`src/rtl/ui_config_sequencer.sv`:
```
// Debounces UI change triggers, snapshots the switch bank and writes its four
// nibble fields to the config bank in order. Optional: UI_CFG_SKIP_UNCHANGED_EN.
module ui_config_sequencer #(
  parameter int SETTLE_CYCLES = 1000000
) (
  input  logic        clk_in,
  input  logic        rst_in,
  input  logic [15:0] sw_in,
  input  logic        update_trig_in,
  input  logic        cfg_ready_in,
  output logic        cfg_valid_out,
  output logic [1:0]  cfg_addr_out,
  output logic [3:0]  cfg_data_out,
  output logic        busy_out,
  output logic        done_out
);

  localparam int CNT_W = $clog2(SETTLE_CYCLES);
  localparam logic [CNT_W-1:0] CNT_LAST = CNT_W'(SETTLE_CYCLES - 1);

  typedef enum logic [1:0] {IDLE, SETTLE, WRITE, DONE} state_t;

  state_t           state, state_nxt;
  logic [CNT_W-1:0] cnt;
  logic [1:0]       idx;
  logic             pending;
  logic [15:0]      snap;
  logic [3:0]       cur_field;
  logic             skip_cur;
  logic             advance;

  function automatic logic [3:0] field_sel(input logic [15:0] word, input logic [1:0] k);
    return word[{k, 2'b00} +: 4];
  endfunction

  assign cur_field = field_sel(snap, idx);

`ifdef UI_CFG_SKIP_UNCHANGED_EN
  logic [15:0] shadow;
  logic        accept;

  assign skip_cur = (cur_field == field_sel(shadow, idx));
  assign accept   = (state == WRITE) && !skip_cur && cfg_ready_in;

  // Shadow mirrors what the config bank actually holds.
  always_ff @(posedge clk_in or posedge rst_in) begin
    if (rst_in) begin
      shadow <= '0;
    end else if (accept) begin
      shadow[{idx, 2'b00} +: 4] <= cur_field;
    end
  end
`else
  assign skip_cur = 1'b0;
`endif

  // A skipped field advances without a handshake.
  assign advance = (state == WRITE) && (skip_cur || cfg_ready_in);

  always_ff @(posedge clk_in or posedge rst_in) begin
    if (rst_in) begin
      state <= IDLE;
    end else begin
      state <= state_nxt;
    end
  end

  always_comb begin
    state_nxt = state;
    unique case (state)
      IDLE:    if (update_trig_in) state_nxt = SETTLE;
      SETTLE:  if (!update_trig_in && (cnt == CNT_LAST)) state_nxt = WRITE;
      WRITE:   if (advance && (idx == 2'd3)) state_nxt = DONE;
      DONE:    state_nxt = (pending || update_trig_in) ? SETTLE : IDLE;
      default: state_nxt = IDLE;
    endcase
  end

  always_ff @(posedge clk_in or posedge rst_in) begin
    if (rst_in) begin
      cnt     <= '0;
      idx     <= '0;
      pending <= 1'b0;
      snap    <= '0;
    end else begin
      unique case (state)
        IDLE: begin
          if (update_trig_in) cnt <= '0;
        end
        SETTLE: begin
          if (update_trig_in) begin
            cnt <= '0;
          end else if (cnt == CNT_LAST) begin
            snap <= sw_in;
            idx  <= '0;
          end else begin
            cnt <= cnt + 1'b1;
          end
        end
        WRITE: begin
          if (update_trig_in) pending <= 1'b1;
          if (advance) idx <= idx + 1'b1;
        end
        DONE: begin
          cnt     <= '0;
          pending <= 1'b0;
        end
        default: ;
      endcase
    end
  end

  always_comb begin
    cfg_valid_out = 1'b0;
    cfg_addr_out  = '0;
    cfg_data_out  = '0;
    busy_out      = (state != IDLE);
    done_out      = (state == DONE);
    if ((state == WRITE) && !skip_cur) begin
      cfg_valid_out = 1'b1;
      cfg_addr_out  = idx;
      cfg_data_out  = cur_field;
    end
  end

endmodule

```
`config.mk`:
```
export PLATFORM = sky130hd
export DESIGN_NAME = ui_config_sequencer
export DESIGN_NICKNAME = d
export VERILOG_FILES = /design/src/rtl/ui_config_sequencer.sv
export SDC_FILE = /design/constraint.sdc
export NUM_CORES = 1
export LEC_CHECK = 0
export ABC_AREA = 1
export BUFFER_PORTS_ARGS = -buffer_cell sky130_fd_sc_hd__buf_4
export CAP_MARGIN = 20
export CORE_MARGIN = 2
export CORE_UTILIZATION = 40
export CTS_CLUSTER_DIAMETER = 200
export DETAILED_ROUTE_END_ITERATION = 6
export HOLD_SLACK_MARGIN = 0.06
export PLACE_DENSITY = 0.69
export SETUP_SLACK_MARGIN = 0.3
export SLEW_MARGIN = 25
export SYNTH_ARGS = -nofsm -noshare
export SYNTH_HDL_FRONTEND = slang
export SYNTH_SLANG_ARGS = --single-unit
```
`constraint.sdc`:
```
create_clock -name clk_in -period 4.8 [get_ports clk_in]
set_clock_uncertainty 0.15 [all_clocks]
set_input_delay 0.72 -clock clk_in [delete_from_list [all_inputs] [get_ports clk_in]]
set_output_delay 0.72 -clock clk_in [all_outputs]
set_load 0.01 [all_outputs]
```
Word-level counts from Yosys, hierarchy flattened. Cells that the tools add are included. Widths: inputs -> output; s select.

Add/subtract/negate cells: 2. Shifts and indexed selects: 1. Multiplexer cells: 18. Bitwise gates (word level): 1. Equal/unequal tests: 13. Reduce and logical (&&, ||, !) cells: 15.

Operator list (number): $mux 20 (3); $pmux 20 s3 (1); $add 20x1->20 const B (1); $eq 20x20->1 const B (1); $shiftx 16x5->4 (1); $mux 2 (7); $ne 2x2->1 const B (6); $reduce_and 3->1 (3); $pmux 2 s4 (1); $eq 2x2->1 const B (3); $reduce_bool 2->1 (3); $mux 4 (1); $pmux 2 s2 (1); $reduce_and 4->1 (1); $logic_and 1x1->1 (3); $mux 1 (3); $ne 3x3->1 const B (1); $reduce_bool 3->1 (1); $add 2x1->2 const B (1); $eq 2x1->1 const B (1); $logic_not 2->1 (1); $ne 2x1->1 const B (1); $pmux 1 s2 (1); $reduce_and 2->1 (1); other kinds (3) (3).

Output and inout bits: 9. Register bits: 41. Logic and storage cells: 55.

Depth between registers and ports, before layout. Gate-level depths: netlist (run 1).

Depth after elaboration: 5. Gate-level depth with buffers: 9. Depth with buffers taken out: 9.

Worst setup path after synthesis (run 1). Ideal clock, no wire load.

Path kind: reg-to-output. Start: register state[0]. End: output cfg_data_out[0]. Stages on the path, launching flop included: 5. Path slack: 2696 ps. Arrival: 1234 ps. Required time: 3930 ps. Cells stage by stage: dfrtp_1 -> inv_1 -> ha_1 -> inv_1 -> a21oi_1.

Word-level cells in the longest chain between the ends: 2.

RTL lines: from (decl) (line 23) `state_t state, state_nxt;`; from (signal assigned) (line 64) `state <= state_nxt;`; $eq 2x2->1 (line 119) `if ((state == WRITE) && !skip_cur) begin`; $mux 4 (line 119); to (decl) (line 13) `output logic [3:0] cfg_data_out,`.

No other way between the ends.

Final worst setup path (run 1).
Start: register state[0]. End: output cfg_data_out[1].

Same word-level chain as after synthesis.

==> run summary, run 1 <==
met3 GRT Util: 3.80%
sequential area share after synthesis: 41.6%
setup violators final: 0
Cell Area, Synth: 2460 µm²
Max stage delay on crit path: 0.41 ns
max-slew violations: 0
Net Switching: 360 µW
Setup CP Type: register to output port
Reg power frac: 42.5%
FMAX: 0.385 GHz
# rows: 28
Crit-path slowest cell: dfrtp_1
first-pass GRT wire length: 8670 µm
peak supply drop: 0.249 mV
crit-path cells: inv_1, ha_1, inv_1, a21oi_1, buf_4
Post-CTS Resized: 0
layout cells sized above 1: 16.5%
Hold Crit Endpoint: snap[10]$_DFFE_PP0P_
GPL Wtd Cong: 0.828
nets: 385
R2R cell count: 6
leading area contributor after synthesis: dfrtp_1
Worst R2R Start: cnt[0]$_DFFE_PP0P_
fill cell count: 590
Post-Syn Nets: 356
# hold bufs at CTS: 0
Worst Setup End Kind: output port
WL/cell: 11.6 µm
Max-Cap Viols: 0
hold_sp: snap[10]$_DFFE_PP0P_
grt total ovfl: 0
WP data required: 3.93 ns
status: finished, final reports clean
hold-critical path depth: 2
most common cell in the netlist: nand2_1
All-Layer GR Usage: 16.4%
Worst Path Buf+Inv: 3
Clock power frac: 24.1%
Ports: 29
RSZ-0062 raised after global routing: false
share of synthesized flip-flops with an asynchronous set or reset: 100%
top-area cell type share of the netlist area: 41.6%
r2r endpoint: cnt[17]$_DFFE_PP0P_
DR pass1 iterations: 4
Critical Path Source Type: register
Internal Dissipation: 591 µW
Fin Setup TNS: 0 ns
final wirelength: 5030 µm
combinational share of power: 33.5%
ANT cells: 0
Clk pin slew, worst setup/hold paths: 0.08 ns
clk buf depth: 2
Die Width: 82.5 µm
Tmin final: 2.60 ns
total CTS buffers: 5
core area: 5960 µm²
placed insts: 425
Yosys cell types: 27
Relative slew margins: 55.6%
Hold Path Class: register to register
P_leak: 0.00132 µW
DR iter-0 viols: 95
Slew @ Worst Pin: 0.663 ns
hpwl dp: 3610 µm
register area: 1030 µm²
Clock Sink Count: 41
Mapped Cells: 328
commonest cells in the synthesized netlist: nand2_1 (89), dfrtp_1 (41), inv_1 (41), nor2_1 (41), o21ai_0 (19)
CTS tree: built
area of the multi-input gates: 1240 µm²
ys flop type: dfrtp_1
initial core utilization: 41.4%
Die Y: 82.5 µm
ANT nets after route: 0
most frequent CP cell: inv_1
vias after detailed routing: 2087
crit share post-route: 54.2%
Synth area leaders: dfrtp_1 (42%), nand2_1 (14%), inv_1 (6.2%), nor2_1 (6.2%), o21ai_2 (5.7%)
sw frac: 37.9%
initial antenna violation count: 0
syn_area_per_cell: 7.51 µm²
Worst EP arrival: 1.73 ns
via/cell ratio: 4.83
largest net degree at the start of global routing: 42
Synthesis Warnings: 0
delay-heaviest family, CP: buffers and inverters
Post-CTS Setup Bufs: 0
clock root cell: clkbuf_8
area added between synthesis and finish: 14.2%
GR Layer Usage met2: 27.7%
GR Layer Usage met1: 20.8%
R2R setup slack: 2.36 ns
Power Dens Cells: 338 nW/µm²
DRC violation count after routing: 0
CTS H-tree lvls: 2
vias in the first global route: 1975
IO Port Bufs: 28
busiest grt layer: met2
die footprint: 6810 µm²
post-synthesis register bit count: 41
Final Hold Viols: 0
fin cells: 432
number of synthesized flops with an enable pin: 0
CP max FO: 8
Clock Latency Late Sink: 0.29 ns
power by group through the flow:
| stage | Sequential (µW) | Clock, µW | Combinational, µW |
|---|---|---|---|
| after floorplan | 398 | 0 | 254 |
| after global placement | 411 | 0 | 315 |
| after detailed placement | 412 | 0 | 321 |
| after CTS | 405 | 238 | 323 |
| after global routing | 411 | 249 | 363 |
| final | 404 | 229 | 318 |
how the worst max path moves through the flow:
| stage | startpoint | to | slack [ns] | cells past startpoint |
|---|---|---|---|---|
| 2_1_floorplan | state[0]$_DFFE_PP0P_ | cfg_data_out[0] | 2.70 | 4 |
| 4_1_cts | state[0]$_DFFE_PP0P_ | cfg_data_out[1] | 2.18 | 5 |
| 5_1_grt | state[0]$_DFFE_PP0P_ | cfg_data_out[1] | 2.01 | 5 |
| 3_3_place_gp | update_trig_in | cnt[17]$_DFFE_PP0P_ | 2.34 | 7 |
| 3_5_place_dp | update_trig_in | cnt[17]$_DFFE_PP0P_ | 2.25 | 7 |
| 6_report | state[0]$_DFFE_PP0P_ | cfg_data_out[1] | 2.20 | 5 |
layout by cell type (no fill, tap or decap):
cell and n:
o21bai_1 2, o21ai_1 16, or2_2 3, nand3_2 1, a21oi_1 6, nor2_1 41, inv_1 41, nor2_2 2
xor2_1 7, o21ai_0 19, clkbuf_8 6, nand2_4 1, nand4_4 1, nand2_1 89, o21ai_2 16, dfrtp_1 41
a211oi_1 1, ha_1 8, xnor2_1 2, buf_4 29, nand3_1 18, and2_1 1, nand4_1 4, clkbuf_1 1
nand3b_1 1
routing by layer:
layer	vias up	part of all wire [%]
li1	1094	-
met4	0	1.9
met5	-	0
met3	10	3.8
met1	945	47
met2	38	47
worst reg2reg max path, stage by stage (launching register included):
cell and delay, ns:
dfrtp_1 0.39, ha_1 0.20, nand3_1 0.25, nor2_2 0.27
nand4_4 0.44, nand3_2 0.49, o21ai_0 0.14
flip-flops by register name, summed over array words and instances (netlist names):
register	cells
pending	1
idx	2
cnt	20
state	2
snap	16
cell families (layout without fill, tap and decap cells):
kind of cell,Yosys count,count (layout),synth area share [%]
buffers and inverters,48,77,8.17
XOR/XNOR,9,9,3.20
AO/OA/AOI/OAI,60,60,14.9
flip-flops,41,41,41.6
adder cells (fa/ha/maj),8,8,4.06
AND/OR/NAND/NOR,162,162,28.0
final cells by class:
type                            count  share of cell area (%)
Inverter                           41                    5.47
Multi-Input combinational cell    239                    44.0
Tap cell                           75                    3.33
Sequential cell                    41                    36.4
Timing Repair Buffer               29                    7.73
Clock buffer                        7                    3.07
metrics by stage:
step	setup slack, ns	hold WS [ns]	total power, µW	cell area [µm²]	util (%)
2_1_floorplan	2.70	0.304	652	2460	-
3_5_place_dp	2.25	0.324	733	2730	45.8
6_report	2.20	0.343	952	2820	47.3
5_1_grt	2.01	0.352	1020	2820	47.3
3_3_place_gp	2.34	0.318	726	2730	45.8
4_1_cts	2.18	0.343	967	2820	47.3
(Power assumes the default switching activity.)
==> run 2: changes to the inputs <==
==> constraint.sdc (replaced) <==
create_clock -name clk_in -period 2.4 [get_ports clk_in]
set_clock_uncertainty 0.15 [all_clocks]
set_input_delay 0.36 -clock clk_in [delete_from_list [all_inputs] [get_ports clk_in]]
set_output_delay 0.36 -clock clk_in [all_outputs]
set_load 0.01 [all_outputs]
==> run 2 against run 1 <==
Effect of this change: sequential share of layout area fell by 0.84 points; largest cell class unchanged; largest power group unchanged; design area rose by 2.5%; highest routed layer unchanged; critical path depth unchanged; utilization up 1.2 points; worst setup slack got worse by 1.8 ns.
==> run summary, run 2 (same netlist as run 1, synthesis figures left out) <==
Setup crit end: cfg_data_out[1]
initial antenna violation count: 0 (unchanged)
R2R cell count: 5 (-1)
via/cell ratio: 4.74 (-1.8%)
setup violators final: 0 (unchanged)
Slew @ Worst Pin: 0.514 ns (-0.149 ns)
Setup CP Type: register to output port
RSZ-0062 raised after global routing: true
Largest register FFs: 20 (unchanged)
Fin Setup TNS: 0 ns (unchanged)
Worst Setup End Kind: output port
most common cell after layout, fill and taps aside: nand2_1
Die Width: 82.5 µm (unchanged)
Clock Latency Late Sink: 0.29 ns (about the same)
GPL Wtd Cong: 0.839 (+1.4%)
grt total ovfl: 0 (unchanged)
P_leak: 0.00134 µW (+1.6%)
Post-Route Utilization: 48.4% (+1.2 points)
IO Port Bufs: 28 (unchanged)
Final Hold Viols: 0 (unchanged)
hpwl dp: 3510 µm (-2.9%)
layout cells sized above 1: 18.3% (+1.8 points)
max-slew violations: 0 (unchanged)
Worst R2R Start: state[1]$_DFFE_PP0P_
ANT nets after route: 0 (unchanged)
Clk pin slew, worst setup/hold paths: 0.09 ns (about the same)
status: finished, final reports clean
DRC violation count after routing: 0 (unchanged)
r2r endpoint: cnt[0]$_DFFE_PP0P_
total CTS buffers: 5 (unchanged)
cell area after layout: 2890 µm² (+2.5%)
Clock Sink Count: 41 (unchanged)
biggest regs: cnt (20), snap (16)
WP data required: 1.89 ns (-2.04 ns)
CTS tree: built
Relative slew margins: 65.7% (+10 points)
# rows: 28 (unchanged)
crit share post-route: 83.5%
CTS H-tree lvls: 2 (unchanged)
fin cells: 435 (+0.69%)
clk buf depth: 2 (unchanged)
Hold Path Class: primary input to async pin
area added between synthesis and finish: 17.1%
placed insts: 427 (+0.47%)
initial core utilization: 41.4% (unchanged)
DR pass1 iterations: 4 (unchanged)
Worst EP arrival: 1.49 ns (-0.24 ns)
Ports: 29 (unchanged)
Power Dens Cells: 716 nW/µm² (+110%)
Tmin final: 2.00 ns
ANT cells: 0 (unchanged)
peak supply drop: 0.513 mV (+110%)
CP max FO: 8 (unchanged)
R2R setup slack: 0.46 ns (-1.90 ns)
largest net degree at the start of global routing: 42 (unchanged)
final wirelength: 4810 µm (-4.4%)
nets: 387 (+0.52%)
most frequent cells in the layout: nand2_1 (89), nor2_1 (41), inv_1 (40), dfrtp_1 (40), buf_4 (31)
clock root cell: clkbuf_8
Crit. Startpoint: state[0]$_DFFE_PP0P_
vias in the first global route: 1952 (-1.2%)
WL/cell: 11.1 µm (-5.0%)
FMAX: 0.499 GHz
Most flops, register: cnt
die footprint: 6810 µm² (unchanged)
Max-Cap Viols: 0 (unchanged)
DR iter-0 viols: 80 (-16%)
All-Layer GR Usage: 16.2% (-0.22 points)
first-pass GRT wire length: 8650 µm (-0.24%)
Die Y: 82.5 µm (unchanged)
vias after detailed routing: 2064 (-1.1%)
Critical Path Source Type: register
core area: 5960 µm² (unchanged)
area of placed instances: 2740 µm² (+0.55%)
[run 2: stage by stage]
| step | setup WS, ns | hold slack (ns) | power (µW) |
|---|---|---|---|
| after CTS | 0.289 | 0.0625 | 2080 |
| after global placement | 0.465 | 0.316 | 1450 |
| after global routing | 0.295 | 0.0791 | 2220 |
| after detailed placement | 0.345 | 0.324 | 1470 |
| final | 0.397 | 0.0440 | 2070 |
| after floorplan | 0.620 | 0.304 | 1300 |
[run 2: worst min path at each step]
stage / startpoint / end
6_report: rst_in / snap[10]$_DFFE_PP0P_
5_1_grt: rst_in / snap[11]$_DFFE_PP0P_
4_1_cts: rst_in / snap[10]$_DFFE_PP0P_
3_5_place_dp: snap[4]$_DFFE_PP0P_ / snap[4]$_DFFE_PP0P_
3_3_place_gp: snap[6]$_DFFE_PP0P_ / snap[6]$_DFFE_PP0P_
2_1_floorplan: snap[12]$_DFFE_PP0P_ / snap[12]$_DFFE_PP0P_
[run 2: critical path, stage by stage (launching register included)]
cell and delay [ns]:
dfrtp_1 0.43, inv_2 0.14, ha_4 0.20, inv_1 0.12
a21oi_1 0.17, buf_4 0.14
[run 2: layer usage]
metal | global-route usage [%] | up-vias | share of wire (%)
met2 | 27.8 | 35 | 49
met5 | 0 | - | 0
met4 | 3.93 | 0 | 0.50
met1 | 20.7 | 929 | 47
li1 | - | 1098 | -
met3 | 3.80 | 2 | 3.1
[run 2: final cells by class]
| class | count | area (µm²) |
|---|---|---|
| clock inverters | 2 | 37.5 |
| flip-flops and latches | 41 | 1030 |
| fillers | 588 | 3070 |
| multi-input cells | 239 | 1260 |
| well taps | 75 | 93.8 |
| inverters | 41 | 154 |
| repair buffers | 31 | 233 |
| clock buffers | 6 | 82.6 |
[run 2: power breakdown]
group	switching (µW)	internal [µW]
sequential	74.2	741
clock	249	339
combinational	431	231
total	755	1310
[run 2: timing repair]
| action | 4_1_cts | 5_1_grt |
|---|---|---|
| setup buffers | 0 | 0 |
| resized for setup | 3 | 2 |
| setup endpoints to repair | 4 | 17 |
| hold buffers | 0 | 0 |
